===== src/rtl/cell_char_pkg.sv =====
// Shared types, default sizing and saturating-increment helper for the
// standard-cell ring-oscillator characterization controller.
package cell_char_pkg;

  typedef enum logic [1:0] {
    IDLE   = 2'd0,
    SETTLE = 2'd1,
    GATE   = 2'd2,
    DONE   = 2'd3
  } cc_state_t;

  localparam int N_CHAINS_DEF   = 4;
  localparam int SEL_W_DEF      = 2;
  localparam int CNT_W_DEF      = 16;
  localparam int WIN_W_DEF      = 16;
  localparam int SETTLE_CYC_DEF = 8;

  // Returns {ovf, next}: next stays at max and ovf flags the lost increment.
  function automatic logic [32:0] sat_inc(input logic [31:0] value,
                                          input logic [31:0] max);
    if (value >= max) return {1'b1, max};
    return {1'b0, value + 32'd1};
  endfunction

endpackage


===== src/rtl/cell_char_sync.sv =====
// Two-flop synchronizer for the selected ring-oscillator tap plus a history
// flop; rise_pulse marks a synchronized 0->1 transition.
module cell_char_sync (
  input  logic CK,
  input  logic RST,
  input  logic din,
  output logic rise_pulse
);

  logic q1;
  logic q2;
  logic hist;

  always_ff @(posedge CK) begin
    if (RST) begin
      q1   <= 1'b0;
      q2   <= 1'b0;
      hist <= 1'b0;
    end else begin
      q1   <= din;
      q2   <= q1;
      hist <= q2;
    end
  end

  assign rise_pulse = q2 & ~hist;

endmodule


===== src/rtl/cell_char_ctrl.sv =====
// Ring-oscillator characterization controller: selects one chain, settles it,
// counts its edges over a gate window. Optional CELL_CHAR_ACCUM_EN adds accum.
//
//   state  | meaning
//   IDLE   | waiting for start; result registers hold
//   SETTLE | chain enabled, synchronizer filling, no counting
//   GATE   | chain enabled, synchronized rising edges counted
//   DONE   | one-cycle done pulse, chain disabled
module cell_char_ctrl
  import cell_char_pkg::*;
#(
  parameter int N_CHAINS   = N_CHAINS_DEF,
  parameter int SEL_W      = SEL_W_DEF,
  parameter int CNT_W      = CNT_W_DEF,
  parameter int WIN_W      = WIN_W_DEF,
  parameter int SETTLE_CYC = SETTLE_CYC_DEF
) (
  input  logic                CK,
  input  logic                RST,
  input  logic                start,
  input  logic [SEL_W-1:0]    sel,
  input  logic [WIN_W-1:0]    win_len,
`ifdef CELL_CHAR_ACCUM_EN
  input  logic                accum,
`endif
  input  logic [N_CHAINS-1:0] ro_in,
  output logic [N_CHAINS-1:0] ro_en,
  output logic                busy,
  output logic                done,
  output logic [CNT_W-1:0]    count,
  output logic                ovf,
  output logic                err
);

  localparam logic [CNT_W-1:0] CNT_MAX = '1;

  cc_state_t        state;
  cc_state_t        state_nxt;
  logic [SEL_W-1:0] sel_q;
  logic [WIN_W-1:0] win_q;
  logic [WIN_W-1:0] tmr;
  logic             sel_bad;
  logic             keep_acc;
  logic             tmr_zero;
  logic             run;
  logic             ro_mux;
  logic             sync_in;
  logic             rise;
  logic [32:0]      inc_r;
  logic             unused_inc;

  assign sel_bad  = 32'(sel) >= 32'(N_CHAINS);
  assign tmr_zero = (tmr == '0);
  assign run      = (state == SETTLE) || (state == GATE);

`ifdef CELL_CHAR_ACCUM_EN
  assign keep_acc = accum;
`else
  assign keep_acc = 1'b0;
`endif

  // Only the latched tap is ever read, so unselected taps cannot leak X.
  always_comb begin
    ro_mux = 1'b0;
    for (int i = 0; i < N_CHAINS; i++) begin
      if (sel_q == SEL_W'(i)) ro_mux = ro_in[i];
    end
  end

  assign sync_in = run & ro_mux;

  cell_char_sync u_sync (
    .CK         (CK),
    .RST        (RST),
    .din        (sync_in),
    .rise_pulse (rise)
  );

  always_comb begin
    ro_en = '0;
    if (run) begin
      for (int i = 0; i < N_CHAINS; i++) begin
        ro_en[i] = (sel_q == SEL_W'(i));
      end
    end
  end

  assign busy = (state != IDLE);
  assign done = (state == DONE);

  always_ff @(posedge CK) begin
    if (RST) state <= IDLE;
    else     state <= state_nxt;
  end

  always_comb begin
    state_nxt = state;
    case (state)
      IDLE: begin
        if (start) begin
          if (sel_bad || (win_len == '0)) state_nxt = DONE;
          else                            state_nxt = SETTLE;
        end
      end
      SETTLE:  if (tmr_zero) state_nxt = GATE;
      GATE:    if (tmr_zero) state_nxt = DONE;
      DONE:    state_nxt = IDLE;
      default: state_nxt = IDLE;
    endcase
  end

  assign inc_r      = sat_inc(32'(count), 32'(CNT_MAX));
  assign unused_inc = &{1'b0, inc_r};

  always_ff @(posedge CK) begin
    if (RST) begin
      sel_q <= '0;
      win_q <= '0;
      tmr   <= '0;
      count <= '0;
      ovf   <= 1'b0;
      err   <= 1'b0;
    end else begin
      case (state)
        IDLE: begin
          if (start) begin
            sel_q <= sel;
            win_q <= win_len;
            tmr   <= WIN_W'(SETTLE_CYC - 1);
            err   <= sel_bad;
            if (!keep_acc) begin
              count <= '0;
              ovf   <= 1'b0;
            end
          end
        end
        SETTLE: begin
          if (tmr_zero) tmr <= win_q - WIN_W'(1);
          else          tmr <= tmr - WIN_W'(1);
        end
        GATE: begin
          tmr <= tmr - WIN_W'(1);
          if (rise) begin
            count <= inc_r[CNT_W-1:0];
            if (inc_r[32]) ovf <= 1'b1;
          end
        end
        default: ;
      endcase
    end
  end

endmodule


===== config.mk =====
export PLATFORM = sky130hd
export DESIGN_NAME = cell_char_ctrl
export DESIGN_NICKNAME = d
export VERILOG_FILES = /design/src/rtl/cell_char_pkg.sv /design/src/rtl/cell_char_sync.sv /design/src/rtl/cell_char_ctrl.sv
export SDC_FILE = /design/constraint.sdc
export NUM_CORES = 1
export LEC_CHECK = 0
export ABC_AREA = 1
export BUFFER_PORTS_ARGS = -buffer_cell sky130_fd_sc_hd__buf_4
export CAP_MARGIN = 20
export CORE_UTILIZATION = 58
export DETAILED_ROUTE_END_ITERATION = 6
export PLACE_DENSITY_LB_ADDON = 0.2
export REMOVE_ABC_BUFFERS = 1
export SETUP_SLACK_MARGIN = 0.2
export SLEW_MARGIN = 10
export SYNTH_ARGS = -nofsm -noshare
export SYNTH_HDL_FRONTEND = slang
export SYNTH_SLANG_ARGS = --single-unit

===== constraint.sdc =====
create_clock -name CK -period 2.5 [get_ports CK]
set_clock_uncertainty 0.15 [all_clocks]
set_input_delay 0.125 -clock CK [delete_from_list [all_inputs] [get_ports CK]]
set_output_delay 0.125 -clock CK [all_outputs]
set_load 0.005 [all_outputs]

After elaboration in Yosys (flattened, before gate mapping) --
Cells that the tools add are included.
Storage, ports and cells: memories kept 0, input bits 25, word-level logic and storage cells 63, output and inout port bits 24, bits in writable memories 0, ROM bits 0, latch bits 0, register bits 56
Operators by class: multiply operators 0, multiplexer cells 23, add/subtract/negate cells 3, bitwise gates (word level) 3, reduce and logical (&&, ||, !) cells 13, divide/modulo/power cells 0, order comparisons 1, shift-type cells 0, equality and inequality tests 11
Operator list (number):
- 33-bit 2-to-1 mux | 2
- 16-bit 2-to-1 mux | 4
- 16-bit one-hot mux with 3 select lines | 1
- 16-bit zero test | 2
- 16-bit one-hot mux with 2 select lines | 1
- 16-bit by 1-bit subtractor with 16-bit output (second input constant) | 2
- 16-bit by 1-bit adder with 17-bit output (second input constant) | 1
- 16-bit >= comparator (second input constant) | 1
- 2-bit inequality test (second input constant) | 5
- 2-bit == test (second input constant) | 4
- 1-bit 2-to-1 mux | 8
- 2-bit 2-to-1 mux | 4
- 2-bit one-hot mux with 4 select lines | 1
- 3-bit AND reduction | 2
- 2-bit by 1-bit == test with 1-bit output (second input constant) | 2
- 2-bit zero test | 2
- 4-bit 2-to-1 mux | 1
- 2-bit AND reduction | 2
- 4-bit AND reduction | 1
- 2-bit nonzero test | 2
- 3-bit nonzero test | 1
- 1-bit AND | 2
- 1-bit one-hot mux with 2 select lines | 1
- 1-bit logical OR | 1
- 1-bit NOT | 1

Depth between registers and ports, before layout --
Gate-level depths: netlist of the first run.
word-level depth 6, gate-level depth with buffers 11, depth with buffers taken out 11

Cells and area by module --
Synthesis of the first run repeated with hierarchy kept, for this count alone.
Unflattened totals: cell total of the unflattened synthesis 561, area total of the unflattened synthesis 3582.2 µm²
By module, submodules not included:
- cell_char_ctrl | seq. area each 1061.0 µm², area an instance 3495.9 µm², cells each 551, instances 1
- cell_char_sync | seq. area each 60.1 µm², area an instance 86.3 µm², cells each 10, instances 1

Worst setup path before layout of the first run --
No wires, ideal clock.
kind register to register, start point register state[0], end point register count[3], arrival 1.582 ns, library setup time 0.134 ns, setup slack 0.635 ns, period minus slack after synthesis 1.865 ns, cell stages (with the launch flop) 10, path buffers 1, data required time 2.216 ns, cell sequence dfxtp_1 -> inv_1 -> ha_1 -> inv_1 -> nor2_1 -> nor3_1 -> clkinv_1 -> buf_2 -> nand2_1 -> a21oi_1
Between the ends: longest elaborated chain between the ends 3, elaborated cells on any way between the ends 7, those cells by class 3 x eq/ne; 1 x mux; 3 x reduce/logical
Ends and longest elaborated chain:
- start, declared | line cell_char_ctrl.sv:37 | cc_state_t state;
- start signal, assigned | line cell_char_ctrl.sv:93 | else state <= state_nxt;
- 2-bit == test or 2-bit zero test (tied branches) | line cell_char_ctrl.sv:124 | case (state)
- 2-bit inequality test (no line) or 2-bit nonzero test (tied branches)
- 3-bit AND reduction (no line)
- end signal, assigned | line cell_char_ctrl.sv:144 | count <= inc_r[CNT_W-1:0];
- end, declared | line cell_char_ctrl.sv:30 | output logic [CNT_W-1:0] count,
Parallel ways exist; a longest one is shown, timed or not. A chain may end at the register's enable or synchronous reset.

Final worst setup path of the first run --
start point register state[0], end point register count[13]
Same word-level chain as after synthesis.

==> key figures, run 1 <==
Status
  • Result of the run: finished clean

Floorplanning
  • Initial Util: 60.8%
  • Io pins: slightly below 50
  • Vertical die dimension: approximately 80 µm
  • Number of placement rows: 28
  • Die outline width: roughly 81 µm
  • Core outline area: around 0.0060 mm²
  • Die area: 0.00656 mm²

Global route
  • Via count of the first global-routing pass: around 3600
  • All-layer global routing usage: between 30% and 40%
  • Global-route wire length before repair: 15.8 mm
  • Met3 layer usage reported by global route: 3.37%
  • Pin count of the biggest net entering global routing: 36
  • Met2 Usage GRT: between 50% and 60%
  • Most used routing layer: met2
  • Routing usage on met1: 37.3%
  • Antenna violations before repair: 0
  • GRT overflow: 0

Critical path
  • Arrival @ worst endpoint: 2230 ps
  • Worst R2R Setup Slack: between 300 and 400 ps
  • Type of element launching the critical path: register
  • Number of cells on the worst reg-to-reg path: 10
  • Launching point of the worst reg2reg path: state[0]$_SDFFE_PP0P_
  • Destination of the worst register-to-register timing path: count[13]$_SDFFE_PP0P_
  • Crit Path Class: reg -> reg
  • Required time at the worst-slack endpoint: ~2600 ps
  • Peak fanout along the critical path: 12
  • CP endpoint kind: register

Synth
  • Number of library cell types mapped by synthesis: 36
  • Syn. warnings: 0
  • Proportion of synthesized chip area in sequential cells: between 30% and 40%
  • Post-synthesis register bit count: 56
  • Commonest cells in the synthesized netlist: sky130_fd_sc_hd__nand2_1, sky130_fd_sc_hd__inv_1, sky130_fd_sc_hd__nor2_1, sky130_fd_sc_hd__dfxtp_1, sky130_fd_sc_hd__a21oi_1
  • Most area-consuming cells after synthesis: sky130_fd_sc_hd__dfxtp_1, sky130_fd_sc_hd__nand2_1, sky130_fd_sc_hd__a21oi_1
  • Leading register cell type out of synthesis: sky130_fd_sc_hd__dfxtp_1
  • Post-synth EDFFs: 0
  • Post-Syn Area per Cell: around 6.4 µm²
  • Post-synthesis cell type with the largest combined area: sky130_fd_sc_hd__dfxtp_1
  • Fraction of synthesis flops using an asynchronous set or reset pin: 0%
  • Area share of the leading cell type in the synthesized netlist: around 31%
  • Most used standard cell by instance count after synthesis: sky130_fd_sc_hd__nand2_1
  • Syn Std Cell Area: 0.00362 mm²
  • Gate count after technology mapping: about 570

Power and ir drop
  • Final total power: around 0.0042 W
  • Worst vdd ir: between 0.5 and 0.6 mV
  • Leakage power of the design: between 1.5 and 2 nW
  • Cell area power density: approximately 1000 mW/mm²

Timing
  • Minimum period implied by the final worst setup slack: approximately 2100 ps
  • Relative max-transition margin: 56.4%
  • Final clock period utilization by the worst path: ~85%
  • Number of hold violations in the final report: 0
  • Number of failing setup endpoints in the final timing report: 0
  • Worst setup margin: 367 ps
  • RSZ-0062 raised after global routing: no
  • Achievable clock frequency: ~470 MHz
  • Number of max-slew violations in the final report: 0
  • Tightest Pin Transition: around 650 ps

Run
  • Max-cap violations: 0

Drt
  • DRT iter0 DRCs: between 200 and 250
  • Detailed-router iteration count before antenna repair: 5
  • Post-detailed-routing wire length: 9.50 mm
  • Post-DRT Antenna Nets: 0
  • Total DRC errors in the routed layout: 0
  • Routed len/inst: around 13 µm
  • Number of vias after detailed routing: 3891
  • Via-per-instance ratio: ~5.5

Clock network
  • Root Driver: sky130_fd_sc_hd__clkbuf_8
  • Number of clock buffers inserted by TritonCTS: 5
  • Number of clock sinks seen by CTS: 56
  • CTS tree: yes
  • Count of H-tree levels built during CTS: 2
  • CTS Buffer Depth: 2
  • Clock latency reported for the late side of the worst-skew pair: a little over 300 ps
  • Clock slew at the register clock pins of the worst setup and hold paths: 90 ps

Placement
  • Placed Instance Area: 0.00402 mm²
  • Place WS: roughly 340 ps
  • HPWL Detailed: 6.75 mm
  • Final GP Congestion: ~0.89
  • Placed insts: 680
  • Buffers on Ports: 47

Final layout
  • Design area: roughly 0.0043 mm²
  • Relative area change from synthesis to final layout: 19.0%
  • Nets: around 670
  • Fraction of layout cells with a size suffix above 1: approximately 14%
  • Filler Cells Inserted: 498
  • Finished Layout Cells: between 700 and 800
  • ANT cells: 0

Min path
  • Path type of the worst min-delay path: in -> reg
  • End point of the most critical hold path: u_sync.q1$_SDFF_PP0_
  • Launch instance of the worst min-delay path: ro_in[0]
  • Number of cells on the worst hold path: 3
## kinds of logic (layout without fill, tap and decap cells)
| group | after synthesis | in the layout | share of synthesized area (%) |
|---|---|---|---|
| other | 1 | 1 | 0.104 |
| XOR/XNOR | 15 | 15 | 3.63 |
| buffers and inverters | 82 | 146 | 9.02 |
| flip-flops | 56 | 56 | 31.0 |
| AND/OR/NAND/NOR | 305 | 305 | 38.6 |
| adder cells (fa/ha/maj) | 8 | 8 | 2.76 |
| AO/OA/AOI/OAI | 102 | 102 | 14.9 |
## critical path, stage by stage (launching register included)
cell and delay, ps:
sky130_fd_sc_hd__dfxtp_1 400, sky130_fd_sc_hd__inv_1 90, sky130_fd_sc_hd__ha_1 270, sky130_fd_sc_hd__inv_1 130
sky130_fd_sc_hd__nor2_1 60, sky130_fd_sc_hd__nor3_1 280, sky130_fd_sc_hd__nand2_1 140, sky130_fd_sc_hd__clkinvlp_4 200
sky130_fd_sc_hd__buf_4 170, sky130_fd_sc_hd__nand2_1 60, sky130_fd_sc_hd__a21oi_1 110
## timing repair
item,4_1_cts,5_1_grt
buffers inserted,0,3
hold buffers,17,0
hold endpoints to repair,17,0
setup endpoints to repair,0,6
resized for setup,0,1
## state kept, by name (all words and copies together), names as in the netlist, 2 cells and up
signal  count
count      16
sel_q       2
state       2
tmr        16
win_q      16
## through the flow
step | hold WS, ps | setup TNS, ps | util (%)
final | 19.8 | 0 | 72.4
after floorplan | 37.4 | -3.90 | -
after global placement | 214 | 0 | 67.5
after CTS | 15.2 | 0 | 71.9
after detailed placement | 217 | 0 | 67.5
after global routing | 46.3 | 0 | 72.4
## cell type report
cell class	count	area (µm²)	area share, %
Multi-Input combinational cell	431	2170	50.4
Clock buffer	8	90.1	2.09
Inverter	67	255	5.92
Timing Repair Buffer	71	576	13.4
Sequential cell	56	1120	26.0
Tap cell	75	93.8	2.18
## cell usage in the layout, fill, tap and decap left out, types with 8 or more instances in the layout
cell type / Yosys / final
sky130_fd_sc_hd__nand2_1: 153 / 153
sky130_fd_sc_hd__nor2_1: 65 / 65
sky130_fd_sc_hd__inv_1: 65 / 64
sky130_fd_sc_hd__dfxtp_1: 56 / 56
sky130_fd_sc_hd__buf_4: 2 / 54
sky130_fd_sc_hd__a21oi_1: 50 / 50
sky130_fd_sc_hd__o21ai_0: 37 / 37
sky130_fd_sc_hd__nand3_1: 35 / 35
sky130_fd_sc_hd__dlygate4sd3_1: 0 / 17
sky130_fd_sc_hd__nand4_1: 14 / 14
sky130_fd_sc_hd__xor2_1: 13 / 13
sky130_fd_sc_hd__nor3_1: 11 / 11
sky130_fd_sc_hd__ha_1: 8 / 8
## per-layer routing
layer | share of wire, % | vias up | wire length (µm)
li1 | - | 1957 | -
met1 | 44 | 1810 | 4210
met2 | 50 | 108 | 4750
met3 | 3.9 | 16 | 375
met4 | 1.7 | 0 | 165
met5 | 0 | - | 0
## power by group
part           switching, W  internal [W]
Combinational       0.00164      0.000839
Sequential         0.000148       0.00105
Clock              0.000287      0.000227
## how the worst max path moves through the flow
stage	from	end	slack [ps]
after floorplan	state[0]$_SDFFE_PP0P_	tmr[2]$_SDFFE_PP0P_	-4
after global placement	state[0]$_SDFFE_PP0P_	count[1]$_SDFFE_PP0P_	490
after detailed placement	state[0]$_SDFFE_PP0P_	count[7]$_SDFFE_PP0P_	340
after CTS	state[0]$_SDFFE_PP0P_	count[1]$_SDFFE_PP0P_	330
after global routing	state[0]$_SDFFE_PP0P_	count[9]$_SDFFE_PP0P_	230
final	state[0]$_SDFFE_PP0P_	count[13]$_SDFFE_PP0P_	370
Note: power is estimated with default switching activity, not from simulation.
==> run 2: changes to the inputs <==
- ABC_AREA: 1 -> default
- CORE_UTILIZATION: 58 -> 57
==> run 2 against run 1 <==
Against the previous run: global-route usage down 2.3 points; first-iteration DRC count up 31%; worst setup slack worse by 0.88 ps; synthesized area down 10%; hold slack better by 43 ps; non-clock buffer count up 10; synthesized cell count down 29%; final area down 6.9%; power down 6.8%; count of clock-buffer cells in the layout down 2; fmax about the same; critical path type unchanged; highest routed layer unchanged.
==> key figures, run 2 <==
Status
  • Result of the run: finished clean

Synth
  • Post-synth EDFFs: 0
  • Proportion of synthesized chip area in sequential cells: approximately a third
  • Most used standard cell by instance count after synthesis: sky130_fd_sc_hd__dfxtp_1
  • Leading register cell type out of synthesis: sky130_fd_sc_hd__dfxtp_1
  • Post-synthesis register bit count: 56
  • Post-Syn Area per Cell: 8.06 µm²
  • Area share of the leading cell type in the synthesized netlist: about 35%
  • Gate count after technology mapping: 403
  • Syn Std Cell Area: 0.00325 mm²
  • Commonest cells in the synthesized netlist: sky130_fd_sc_hd__dfxtp_1, sky130_fd_sc_hd__nand2_1, sky130_fd_sc_hd__nor2_1, sky130_fd_sc_hd__a21oi_1, sky130_fd_sc_hd__nor3_1
  • Number of library cell types mapped by synthesis: 69
  • Fraction of synthesis flops using an asynchronous set or reset pin: 0%
  • Most area-consuming cells after synthesis: sky130_fd_sc_hd__dfxtp_1, sky130_fd_sc_hd__nand2_1, sky130_fd_sc_hd__a21oi_1
  • Syn. warnings: 0
  • Post-synthesis cell type with the largest combined area: sky130_fd_sc_hd__dfxtp_1

Critical path
  • Worst R2R Setup Slack: about 370 ps
  • Crit Path Class: reg -> reg
  • CP endpoint kind: register
  • Required time at the worst-slack endpoint: 2590 ps
  • Launching point of the worst reg2reg path: state[0]$_SDFFE_PP0P_
  • Arrival @ worst endpoint: roughly 2200 ps
  • Destination of the worst register-to-register timing path: state[1]$_SDFFE_PP0P_
  • Number of cells on the worst reg-to-reg path: 7
  • Type of element launching the critical path: register
  • Peak fanout along the critical path: 8

Final layout
  • Filler Cells Inserted: roughly 430
  • Fraction of layout cells with a size suffix above 1: roughly a fifth
  • Total area of sequential cells: ~0.0011 mm²
  • ANT cells: 0
  • Nets: approximately 500
  • Commonest cells after routing, fill and taps aside: sky130_fd_sc_hd__buf_4, sky130_fd_sc_hd__dfxtp_1, sky130_fd_sc_hd__nand2_1, sky130_fd_sc_hd__nor2_1, sky130_fd_sc_hd__a21oi_1
  • Most common library cell in the layout ignoring fill and taps: sky130_fd_sc_hd__buf_4
  • Relative area change from synthesis to final layout: 23.5%
  • Top flop regs: count (16), tmr (16), win_q (16)
  • Design area: 0.00401 mm²
  • Area of the multi-input gates: approximately 0.002 mm²

Placement
  • Place WS: 243 ps
  • HPWL Detailed: 5.63 mm
  • Buffers on Ports: 47
  • Placed Instance Area: about 0.0037 mm²
  • Final GP Congestion: slightly above 0.9

Clock network
  • Number of clock buffers inserted by TritonCTS: 5
  • Clock latency reported for the late side of the worst-skew pair: between 300 and 400 ps
  • Number of clock sinks seen by CTS: between 50 and 60
  • CTS tree: yes
  • Count of H-tree levels built during CTS: 2
  • Clock slew at the register clock pins of the worst setup and hold paths: approximately 100 ps
  • CTS Buffer Depth: 2
  • Root Driver: sky130_fd_sc_hd__clkbuf_8

Drt
  • Via-per-instance ratio: 5.92
  • Routed len/inst: approximately 15 µm
  • Total DRC errors in the routed layout: 0
  • DRT iter0 DRCs: approximately 330
  • Post-detailed-routing wire length: approximately 8 mm
  • Number of vias after detailed routing: about 3200
  • Detailed-router iteration count before antenna repair: 5
  • Post-DRT Antenna Nets: 0

Power and ir drop
  • Sequential group share of total power: 31.0%
  • Relative contribution of the clock network to total power: roughly 15%
  • Leakage power of the design: about 1.6 nW
  • Share of total power in combinational logic: between 50 and 60%
  • Cell-internal power: approximately 0.0023 W
  • Worst vdd ir: about 0.49 mV
  • Switching part of the total: 42.3%
  • Net switching component of the power: ~0.0017 W
  • Cell area power density: around 970 mW/mm²

Global route
  • Via count of the first global-routing pass: a little under 3000
  • Pin count of the biggest net entering global routing: 37
  • Antenna violations before repair: 0
  • GRT overflow: 0
  • Global-route wire length before repair: between 10 and 15 mm
  • All-layer global routing usage: between 20 and 30%

Floorplanning
  • Io pins: approximately 50
  • Core outline area: 0.00551 mm²
  • Initial Util: between 50% and 60%
  • Vertical die dimension: 77.5 µm
  • Number of placement rows: 27
  • Die outline width: about 77 µm
  • Die area: between 0.006 and 0.007 mm²

Timing
  • Relative max-transition margin: 59.3%
  • Final clock period utilization by the worst path: between 80% and 90%
  • Achievable clock frequency: roughly 470 MHz
  • Summed negative setup slack over all endpoints: 0 ps
  • Minimum period implied by the final worst setup slack: ~2100 ps
  • Tightest Pin Transition: between 600 and 700 ps
  • RSZ-0062 raised after global routing: no
  • Worst setup margin: between 300 and 400 ps
  • Number of failing setup endpoints in the final timing report: 0
  • Number of max-slew violations in the final report: 0
  • Number of hold violations in the final report: 0
  • Hold WS: approximately 63 ps

Min path
  • Launch instance of the worst min-delay path: RST
  • End point of the most critical hold path: u_sync.hist$_SDFF_PP0_
  • Path type of the worst min-delay path: in -> reg
  • Number of cells on the worst hold path: 2

Run
  • Max-cap violations: 0
[run 2: cell count changes after synthesis, sizes merged, moves of 6 or more]
cell    previous run  this run
a211oi             0        11
a21oi             54        33
and2               0        11
inv               66        12
nand2            158        54
nand3             39        10
nand4             14         7
nor2              76        35
nor4               2        12
o211ai             0         6
o21ai             45         9
or4                0         6
[run 2: how the worst max path moves through the flow]
| stage | startpoint | endpoint | slack (ps) | cells after the start |
|---|---|---|---|---|
| finish | state[0]$_SDFFE_PP0P_ | state[1]$_SDFFE_PP0P_ | 370 | 7 |
| global route | state[0]$_SDFFE_PP0P_ | count[8]$_SDFFE_PP0P_ | 200 | 8 |
| CTS | state[0]$_SDFFE_PP0P_ | tmr[12]$_SDFFE_PP0P_ | 220 | 8 |
| detailed placement | state[0]$_SDFFE_PP0P_ | tmr[12]$_SDFFE_PP0P_ | 240 | 8 |
| global placement | state[0]$_SDFFE_PP0P_ | tmr[12]$_SDFFE_PP0P_ | 320 | 7 |
| floorplan | state[0]$_SDFFE_PP0P_ | count[8]$_SDFFE_PP0P_ | -90 | 7 |
[run 2: power groups by stage]
stage               clock network, W  logic [W]  registers (W)
floorplan                          0    0.00140        0.00118
global route                0.000641    0.00229        0.00124
global placement                   0    0.00194        0.00122
CTS                         0.000605    0.00199        0.00121
finish                      0.000598    0.00209        0.00121
detailed placement                 0    0.00196        0.00122
[run 2: final cells by class]
class	instances	share of cell area, %
repair buffers	81	16.3
multi-input cells	312	49.7
flip-flops and latches	56	28.0
inverters	12	1.12
clock buffers	6	1.81
well taps	72	2.25
clock inverters	2	0.874
[run 2: per-layer routing]
layer  track usage (%)  wire length (µm)  vias to the layer above
li1                  -                 -                     1590
met1              37.5              3940                     1487
met2              44.9              3700                      112
met3              4.82               366                       12
met4              10.4               136                        0
met5                 0                 0                        -
[run 2: cells by family (layout without fill, tap and decap cells)]
kind of cell | after synthesis | in the layout | share of synthesized area (%)
AO/OA/AOI/OAI | 93 | 93 | 19.3
XOR/XNOR | 17 | 17 | 4.58
adder cells (fa/ha/maj) | 8 | 8 | 3.08
buffers and inverters | 35 | 101 | 4.66
flip-flops | 56 | 56 | 34.5
multiplexers | 5 | 5 | 1.96
other | 1 | 1 | 0.115
AND/OR/NAND/NOR | 188 | 188 | 31.7
[run 2: repair_timing]
item / in CTS / in global routing
gates resized for setup: 0 / 7
setup endpoints to repair: 0 / 17
setup buffers: 0 / 4
hold buffers: 18 / 0
endpoints found under the hold margin: 18 / 0
[run 2: critical path, cell delays in order (launching register included)]
cell	delay (ps)
sky130_fd_sc_hd__dfxtp_1	350
sky130_fd_sc_hd__inv_1	90
sky130_fd_sc_hd__ha_2	260
sky130_fd_sc_hd__nor4b_1	300
sky130_fd_sc_hd__nand4_1	150
sky130_fd_sc_hd__nor4_1	410
sky130_fd_sc_hd__a21oi_1	90
sky130_fd_sc_hd__a211oi_1	240
[run 2: stage by stage]
step                utilization (%)  cells  total power, W
floorplan                         -    380         0.00258
global placement               66.7    511         0.00316
detailed placement             66.7    511         0.00318
CTS                            72.0    537         0.00380
global route                   72.8    541         0.00417
finish                         72.8    541         0.00390
